--- src/rtl/vga_sync_decoder.sv ---
// Receive-side VGA timing decoder: recovers pixel coordinates and data-enable
// from a sync/blank/RGB stream, measures geometry, locks and flags violations.
module vga_sync_decoder #(
  parameter int unsigned H_ACTIVE    = 640,
  parameter int unsigned H_TOTAL     = 800,
  parameter int unsigned V_ACTIVE    = 480,
  parameter int unsigned V_TOTAL     = 525,
  parameter bit          HS_POL      = 1'b0,
  parameter bit          VS_POL      = 1'b0,
  parameter int unsigned LOCK_FRAMES = 2
) (
  input  logic        iCLK,
  input  logic        iRST,
  input  logic        iHS,
  input  logic        iVS,
  input  logic        iBLANK,
  input  logic [3:0]  iRed,
  input  logic [3:0]  iGreen,
  input  logic [3:0]  iBlue,
  input  logic        iCLR_ERR,
  output logic [9:0]  oX,
  output logic [9:0]  oY,
  output logic        oDE,
  output logic [3:0]  oR,
  output logic [3:0]  oG,
  output logic [3:0]  oB,
  output logic        oLOCKED,
  output logic        oFRAME_START,
  output logic [10:0] oLINE_LEN,
  output logic [15:0] oFRAME_CNT,
  output logic [2:0]  oERR
);

  localparam logic [11:0] H_TOTAL_L  = 12'(H_TOTAL);
  localparam logic [9:0]  H_ACTIVE_L = 10'(H_ACTIVE);
  localparam logic [9:0]  V_ACTIVE_L = 10'(V_ACTIVE);
  localparam logic [9:0]  V_TOTAL_L  = 10'(V_TOTAL);
  localparam logic [2:0]  LOCK_L     = 3'(LOCK_FRAMES);

  typedef enum logic [1:0] {SEARCH, ALIGN, LOCKED} state_t;

  state_t      state_q, state_d;
  logic [2:0]  good_q, good_d;
  logic [2:0]  err_set;

  // Sync levels are stored polarity-corrected (1 = asserted)
  logic        hs1, hs2, vs1, vs2, act1, act2;
  logic [3:0]  r1, g1, b1;
  logic [10:0] hcnt;
  logic [11:0] hcnt_inc;
  logic [9:0]  lcnt, lcnt_now, acnt, pcnt;
  logic        line_flag, width_flag;
  logic        hs_edge, vs_edge, run_end;
  logic        line_err_now, width_err_now, frame_err_now, frame_ok;

  assign hs_edge  = hs1 & ~hs2;
  assign vs_edge  = vs1 & ~vs2;
  assign run_end  = act2 & ~act1;
  assign hcnt_inc = {1'b0, hcnt} + 12'd1;

  // Line count including a coincident HS edge, so the VS check sees that line
  always_comb begin
    lcnt_now = lcnt;
    if (hs_edge && lcnt != '1) lcnt_now = lcnt + 10'd1;
  end

  assign line_err_now  = hs_edge & (hcnt_inc != H_TOTAL_L);
  assign width_err_now = run_end & (pcnt != H_ACTIVE_L);
  assign frame_err_now = vs_edge & ((lcnt_now != V_TOTAL_L) | (acnt != V_ACTIVE_L));
  assign frame_ok      = ~(line_flag | line_err_now | width_flag | width_err_now |
                           (lcnt_now != V_TOTAL_L) | (acnt != V_ACTIVE_L));

  always_ff @(posedge iCLK or posedge iRST) begin
    if (iRST) begin
      state_q <= SEARCH;
      good_q  <= '0;
    end else begin
      state_q <= state_d;
      good_q  <= good_d;
    end
  end

  always_comb begin
    state_d = state_q;
    good_d  = good_q;
    err_set = '0;
    case (state_q)
      SEARCH: begin
        if (vs_edge) begin
          state_d = ALIGN;
          good_d  = '0;
        end
      end
      ALIGN: begin
        if (vs_edge) begin
          if (!frame_ok) begin
            good_d = '0;
          end else if (good_q + 3'd1 == LOCK_L) begin
            state_d = LOCKED;
            good_d  = '0;
          end else begin
            good_d = good_q + 3'd1;
          end
        end
      end
      LOCKED: begin
        err_set = {width_err_now, frame_err_now, line_err_now};
        if (err_set != '0) state_d = SEARCH;
      end
      default: state_d = SEARCH;
    endcase
  end

  assign oLOCKED = (state_q == LOCKED);

  always_ff @(posedge iCLK or posedge iRST) begin
    if (iRST) begin
      hs1 <= 1'b0; hs2 <= 1'b0; vs1 <= 1'b0; vs2 <= 1'b0;
      act1 <= 1'b0; act2 <= 1'b0;
      r1 <= '0; g1 <= '0; b1 <= '0;
      hcnt <= '0; lcnt <= '0; acnt <= '0; pcnt <= '0;
      line_flag <= 1'b0; width_flag <= 1'b0;
      oX <= '0; oY <= '0; oDE <= 1'b0;
      oR <= '0; oG <= '0; oB <= '0;
      oFRAME_START <= 1'b0; oLINE_LEN <= '0; oFRAME_CNT <= '0; oERR <= '0;
    end else begin
      hs1  <= (iHS == HS_POL);
      hs2  <= hs1;
      vs1  <= (iVS == VS_POL);
      vs2  <= vs1;
      act1 <= iBLANK;
      act2 <= act1;
      r1   <= iRed;
      g1   <= iGreen;
      b1   <= iBlue;

      if (hs_edge) begin
        hcnt      <= '0;
        oLINE_LEN <= hcnt_inc[11] ? '1 : hcnt_inc[10:0];
      end else if (hcnt != '1) begin
        hcnt <= hcnt + 11'd1;
      end

      if (vs_edge) begin
        lcnt <= '0;
        acnt <= '0;
      end else begin
        lcnt <= lcnt_now;
        if (run_end && acnt != '1) acnt <= acnt + 10'd1;
      end

      if (!act1)          pcnt <= '0;
      else if (pcnt != '1) pcnt <= pcnt + 10'd1;

      if (vs_edge) begin
        line_flag  <= 1'b0;
        width_flag <= 1'b0;
      end else begin
        line_flag  <= line_flag | line_err_now;
        width_flag <= width_flag | width_err_now;
      end

      oERR <= (iCLR_ERR ? 3'b000 : oERR) | err_set;

      oR  <= r1;
      oG  <= g1;
      oB  <= b1;
      oX  <= act1 ? pcnt : '0;
      oY  <= act1 ? acnt : '0;
      oDE <= act1 && (state_d == LOCKED);
      oFRAME_START <= vs_edge && (state_q == LOCKED);
      if (vs_edge && state_q == LOCKED) oFRAME_CNT <= oFRAME_CNT + 16'd1;
    end
  end

endmodule

--- config.mk ---
export PLATFORM = sky130hd
export DESIGN_NAME = vga_sync_decoder
export DESIGN_NICKNAME = d
export VERILOG_FILES = /design/src/rtl/vga_sync_decoder.sv
export SDC_FILE = /design/constraint.sdc
export NUM_CORES = 1
export LEC_CHECK = 0
export CORE_MARGIN = 8
export CORE_UTILIZATION = 48
export CTS_CLUSTER_SIZE = 20
export DETAILED_ROUTE_END_ITERATION = 6
export GPL_TIMING_DRIVEN = 0
export PLACE_DENSITY_LB_ADDON = 0.3
export SLEW_MARGIN = 30
export SYNTH_ARGS = -nofsm -noshare
export SYNTH_HDL_FRONTEND = slang
export SYNTH_SLANG_ARGS = --single-unit
--- constraint.sdc ---
create_clock -name iCLK -period 4.3 [get_ports iCLK]
set_input_delay 0.86 -clock iCLK [delete_from_list [all_inputs] [get_ports iCLK]]
set_output_delay 0.86 -clock iCLK [all_outputs]
set_load 0.01 [all_outputs]
# Word level (Yosys, flattened, before mapping)

Cells that the tools add are included.

Register bits after elaboration: 130
Input port bits: 18
Output and inout port bits: 65
Word-level logic and storage cells: 104

Add/subtract/negate cells: 7
Equality and inequality tests: 15
Multiplexer cells: 26
Bitwise operators: 19
Reduce and logical (&&, ||, !) cells: 10

Operators with widths:

| operator                                                                   | count |
|---|---|
| 10-bit two-way mux                                                         | 8 |
| 10-bit inequality test (second input constant)                             | 5 |
| 11-bit two-way mux                                                         | 3 |
| 10-bit by 1-bit adder with 10-bit output (second input constant)           | 3 |
| 3-bit two-way mux                                                          | 6 |
| 16-bit by 1-bit adder with 16-bit output (second input constant)           | 1 |
| 11-bit by 1-bit adder with 12-bit output (second input constant)           | 1 |
| 12-bit by 10-bit inequality test with 1-bit output (second input constant) | 1 |
| 11-bit by 1-bit adder with 11-bit output (second input constant)           | 1 |
| 11-bit inequality test (second input constant)                             | 1 |
| 2-bit two-way mux                                                          | 5 |
| 10-bit by 9-bit inequality test with 1-bit output (second input constant)  | 1 |
| 1-bit bitwise OR                                                           | 7 |
| 1-bit bitwise AND                                                          | 6 |
| 2-bit one-hot mux with 3 select lines                                      | 1 |
| 3-bit one-hot mux with 2 select lines                                      | 1 |
| 2-bit nonzero test                                                         | 3 |
| 1-bit inverter                                                             | 5 |
| 2-bit == test (second input constant)                                      | 2 |
| 1-bit logical AND                                                          | 4 |
| 2-bit inequality test (second input constant)                              | 2 |
| 3-bit by 1-bit adder with 3-bit output (second input constant)             | 1 |
| 3-bit by 2-bit == test with 1-bit output (second input constant)           | 1 |
| 3-bit bitwise OR                                                           | 1 |
| 6 further kinds                                                            | 7 |

# Longest topological paths before layout

Word-level depth: 13
Depth in mapped cells: 8
Gate-level depth less buffers: 8

# Worst setup path before layout

No wires, ideal clock.

Kind: register to register
From: register acnt[0]
To: register oDE
Setup time: 0.094 ns
Data arrival time: 2.343 ns
Required time: 4.206 ns
Setup slack: 1.863 ns
Cell stages (with the launch flop): 9
Buffers on the path: 0
Clock period less this slack: 2.437 ns
Cell sequence: dfrtp_1 inv_1 ha_1 or4b_1 or4_1 a211o_1 and4b_1 nand4_1 a221oi_2

Word-level cells in the longest chain between the ends: 8
Elaborated cells on any way between the ends: 11
Those cells by class: 2 x eq/ne; 4 x mux; 3 x bitwise; 2 x reduce/logical

Ends and longest elaborated chain:

| what                                                  | RTL line | RTL |
|---|---|---|
| start: declaration                                    | 51       | `logic [9:0] lcnt, lcnt_now, acnt, pcnt;` |
| start signal: assignment                              | 149      | `if (run_end && acnt != '1) acnt <= acnt + 10'd1;` |
| 10-bit by 9-bit inequality test with 1-bit output (*) | 69, 71   |  |
| 1-bit bitwise OR                                      | 69       | `assign frame_err_now = vs_edge & ((lcnt_now != V_TOTAL_L) \| (acnt != V_ACTIVE_L));` |
| 1-bit bitwise AND                                     | 69       |  |
| 3-bit nonzero test                                    | 108      | `if (err_set != '0) state_d = SEARCH;` |
| 2-bit two-way mux                                     | 108      |  |
| 2-bit one-hot mux with 3 select lines (*)             | 87       | `case (state_q)` |
| 2-bit == test (*)                                     | 170      | `oDE <= act1 && (state_d == LOCKED);` |
| 1-bit logical AND (*)                                 | 170      |  |
| end signal: assignment                                | 170      |  |
| end: declaration                                      | 23       | `output logic oDE,` |

Mark *: on every way between the ends. The rest lies on a longest branch, timed or not.
A chain may end at the register's enable or synchronous reset.

# Worst setup path after layout

From: register hcnt[0]
To: register oDE

Word-level cells in the longest chain between the ends: 13
Elaborated cells on any way between the ends: 15
Those cells by class: 1 x add/sub; 2 x eq/ne; 4 x mux; 6 x bitwise; 2 x reduce/logical

Ends and longest elaborated chain:

| what                                                   | RTL line | RTL |
|---|---|---|
| start: declaration                                     | 49       | `logic [10:0] hcnt;` |
| start signal: assignment                               | 141      | `hcnt <= hcnt + 11'd1;` |
| 11-bit by 1-bit adder with 12-bit output (*)           | 59       | `assign hcnt_inc = {1'b0, hcnt} + 12'd1;` |
| 12-bit by 10-bit inequality test with 1-bit output (*) | 67       | `assign line_err_now = hs_edge & (hcnt_inc != H_TOTAL_L);` |
| 1-bit bitwise AND (*)                                  | 67       |  |
| 1-bit bitwise OR (4 in a row)                          | 70       | `assign frame_ok = ~(line_flag \| line_err_now \| width_flag \| width_err_now \|` |
| 1-bit bitwise OR                                       | 71       | `(lcnt_now != V_TOTAL_L) \| (acnt != V_ACTIVE_L));` |
| 2-bit two-way mux                                      | 96       | `if (!frame_ok) begin` |
| 2-bit two-way mux                                      | 95       | `if (vs_edge) begin` |
| 2-bit one-hot mux with 3 select lines (*)              | 87       |  |
| 2-bit == test (*)                                      | 170      |  |
| 1-bit logical AND (*)                                  | 170      |  |

Marks and branches as above.

==> summary.md <==
| Metric | Value |
|---|---|
| Outcome | finished, final reports clean |
| Vias per Instance | between 5 and 6 |
| Setup-failing EPs final | 0 |
| Core box area | 11,200 µm² |
| Slew margin rel. | 44.3% |
| EDFF count, synth | 0 |
| Reg-to-Reg Start | hcnt[0]$_DFFE_PP0P_ |
| Final ANT Viol Nets | 0 |
| Max Clock Skew | between 7 and 8 ps |
| Crit path arrival time | 3160 ps |
| Fin nets | 616 |
| Hold path cells | 0 |
| Root Driver | clkbuf_16 |
| Synth top area cells | dfrtp_1 60%, nor2_1 3.8%, xnor2_1 3.7% |
| Syn_nets | 510 |
| Most frequent cells in the layout | 130 x dfrtp_1, 82 x clkdlybuf4s50_1, 55 x nor2_1 |
| Leakage power | 0.00314 µW |
| Area taken by multi-input logic gates | about 2100 µm² |
| Gate count after technology mapping | 483 |
| Max_cap viols | 0 |
| Clk pin slew, worst setup/hold paths | 60 ps |
| Crit path kind | register to register |
| Tmin final | about 2800 ps |
| Hold EP | oG[3]$_DFF_PP0_ |
| Clock power share | between 40% and 50% |
| Total power draw | around 3000 µW |
| Final worst path period share | between 60% and 70% |
| First DRT Iteration DRCs | around 170 |
| FF+latch count, synth | between 100 and 150 |
| CP max stage cell | o41a_1 |
| CTS tree | done |
| Worst hold path class | register to register |
| Cell Int Power | 2300 µW |
| Critical Path Source Type | register |
| Worst Hold Slack | 346 ps |
| NetSw | 716 µW |
| Setup crit end kind | register |
| H-tree depth | 4 |
| Largest net degree at the start of global routing | 30 |
| RSZ-0062 raised after global routing | no |
| Hold Fails Final Rpt | 0 |
| Syn Area/Cell | 11.2 µm² |
| DIE AREA | 15,000 µm² |
| DP Worst Slack | 1510 ps |
| Gr ovfl total | 0 |
| Cell family with most CP delay | simple AND/OR/NAND/NOR gates |
| R2R Path End | oDE$_DFF_PP0_ |
| Asr flop ratio synth | 100% |
| Setup_tns | 0 ps |
| Top_reg_cell synth | dfrtp_1 |
| GRT Overall Usage | 15.5% |
| Number of diodes | 0 |
| DR vias | 3,896 |
| I/O Buffers | 82 |
| Vias in the first global route | 3,879 |
| Final Slew Violations | 0 |
| Post-synth top area share | 59.9% |
| Ports | 83 |
| Top cell type by total area after synthesis | dfrtp_1 |
| Worst Path Max Fanout | 7 |
| Initial antenna violation count | 0 |
| Bufs and invs on worst path | 0 |
| Most common cell after layout, fill and taps aside | dfrtp_1 |
| Synthesized area | 5430 µm² |
| Worst setup margin | approximately 1500 ps |
| Drt total wl | 11,000 µm |
| Critical-path cell list | ha_1 -> nand2_1 -> nor4_4 -> xnor2_1 -> o41a_1 -> nor4_4 -> nand3_1 -> a221oi_2 |
| Die height | 122 µm |
| Resize count post-CTS | 0 |
| Clk sinks | 130 |
| Pwr per Cell Area | 422 nW/µm² |
| Critical Path RT | between 4000 and 5000 ps |
| Num CTS Buffers | 17 |
| Largest stage delay, worst path | between 500 and 600 ps |
| Sw Share | 23.8% |
| Proportion of layout cells with a drive suffix above 1 | ~8% |
| CTS Hold Buffers Added | 0 |
| VDD IR max | 261 µV |
| Filler instances | approximately 900 |
| CTS max path bufs | 2 |
| Number of synthesis warnings | 0 |
| Comb power frac | 10.0% |
| Clk_lat worst skew | 410 ps |
| Layout Area Growth over Synthesis | 31.4% |
| Chip width | ~120 µm |
| Synth cell types | 48 |
| Post-synthesis sequential area ratio | about three fifths |
| Max Freq | 0.351 GHz |
| First-pass GRT wire length | 18,400 µm |
| Setup slack, reg-to-reg | 1450 ps |
| FF-to-FF path depth | 8 |
| GP Congestion | between 0.8 and 0.9 |
| CP dominant cell by count | nor4_4 |
| Hold Path Origin | g1[3]$_DFF_PP0_ |
| Actual slew at the worst max-slew pin | about 840 ps |
| Iteration count of the initial detailed-routing pass | 4 |
| Initial Util | 48.4% |
| Part of the power in registers | 44.1% |
| Number of remaining DRC errors | 0 |
| Final core occ | 63.6% |
| FF+latch area | 3250 µm² |
| Post-detail-place hpwl | 7940 µm |
| Wire length per cell | 14.8 µm |
| FP Rows | 39 |
| Post-CTS setup buffers | 0 |
layer usage:
metal	wire length, µm	share of wire, %	global-route usage [%]	vias up
met1	4900	44	18.6	1920
met3	578	5.2	4.60	15
met2	5370	49	25.3	71
li1	-	-	-	1890
met5	0	0	0	-
met4	169	1.5	7.31	0
power groups by stage:
stage	clock network (µW)	logic, µW	registers [µW]
3_5_place_dp	0	306	1350
6_report	1380	303	1330
2_1_floorplan	0	160	1360
4_1_cts	1420	309	1330
3_3_place_gp	0	282	1350
5_1_grt	1460	340	1340
Yosys cell counts, types with 6 or more instances:
cell type	instances
xnor2_1	23
a21oi_1	28
nor2_1	55
nor2b_1	6
nand3_1	20
nand2b_1	8
nand2_1	29
and2_1	22
nand4_1	14
inv_1	14
ha_1	9
and4_1	7
o21ai_0	16
dfrtp_1	130
xor2_1	19
and3_1	12
clkbuf_1	11
cell type report:
| class | instances | area share [%] |
|---|---|---|
| clock inverter | 12 | 1.88 |
| buffer | 15 | 0.964 |
| tap | 143 | 2.51 |
| clock buffer | 20 | 6.26 |
| timing repair buffer | 87 | 13.2 |
| multi-input combinational | 324 | 28.8 |
| sequential | 130 | 45.6 |
| inverter | 14 | 0.789 |
state kept, by name, summed over array words and instances (netlist names), 2 cells and up:
register	count
acnt	10
b1	4
g1	4
good_q	3
hcnt	11
lcnt	10
oB	4
oERR	3
oFRAME_CNT	16
oG	4
oLINE_LEN	11
oR	4
oX	10
oY	10
pcnt	10
r1	4
state_q	2
per-stage QoR:
stage / std cells / area [µm²]
after floorplan: 483 / 5430
after global placement: 708 / 6430
after detailed placement: 713 / 6560
after CTS: 745 / 7140
after global routing: 745 / 7140
final: 745 / 7140
worst max path at each step:
| stage | start | to | slack [ps] | cells past startpoint |
|---|---|---|---|---|
| floorplan | iRST | acnt[0]$_DFFE_PP0P_ | 1830 | 1 |
| global placement | iRST | oFRAME_CNT[3]$_DFFE_PP0P_ | 730 | 2 |
| detailed placement | hcnt[0]$_DFFE_PP0P_ | oDE$_DFF_PP0_ | 1510 | 8 |
| CTS | hcnt[0]$_DFFE_PP0P_ | oDE$_DFF_PP0_ | 1460 | 8 |
| global route | hcnt[0]$_DFFE_PP0P_ | oDE$_DFF_PP0_ | 1240 | 8 |
| finish | hcnt[0]$_DFFE_PP0P_ | oDE$_DFF_PP0_ | 1450 | 8 |
cells by family after synthesis:
logic type / count (synthesis) / share of synthesized area [%]
AO/OA/AOI/OAI: 67 / 7.72
XOR/XNOR: 42 / 6.78
AND/OR/NAND/NOR: 201 / 20.3
buffers and inverters: 29 / 2.24
adder cells (fa/ha/maj): 9 / 2.07
flip-flops: 130 / 59.9
multiplexers: 5 / 0.968
No activity file was read; power rests on OpenSTA's default activity.
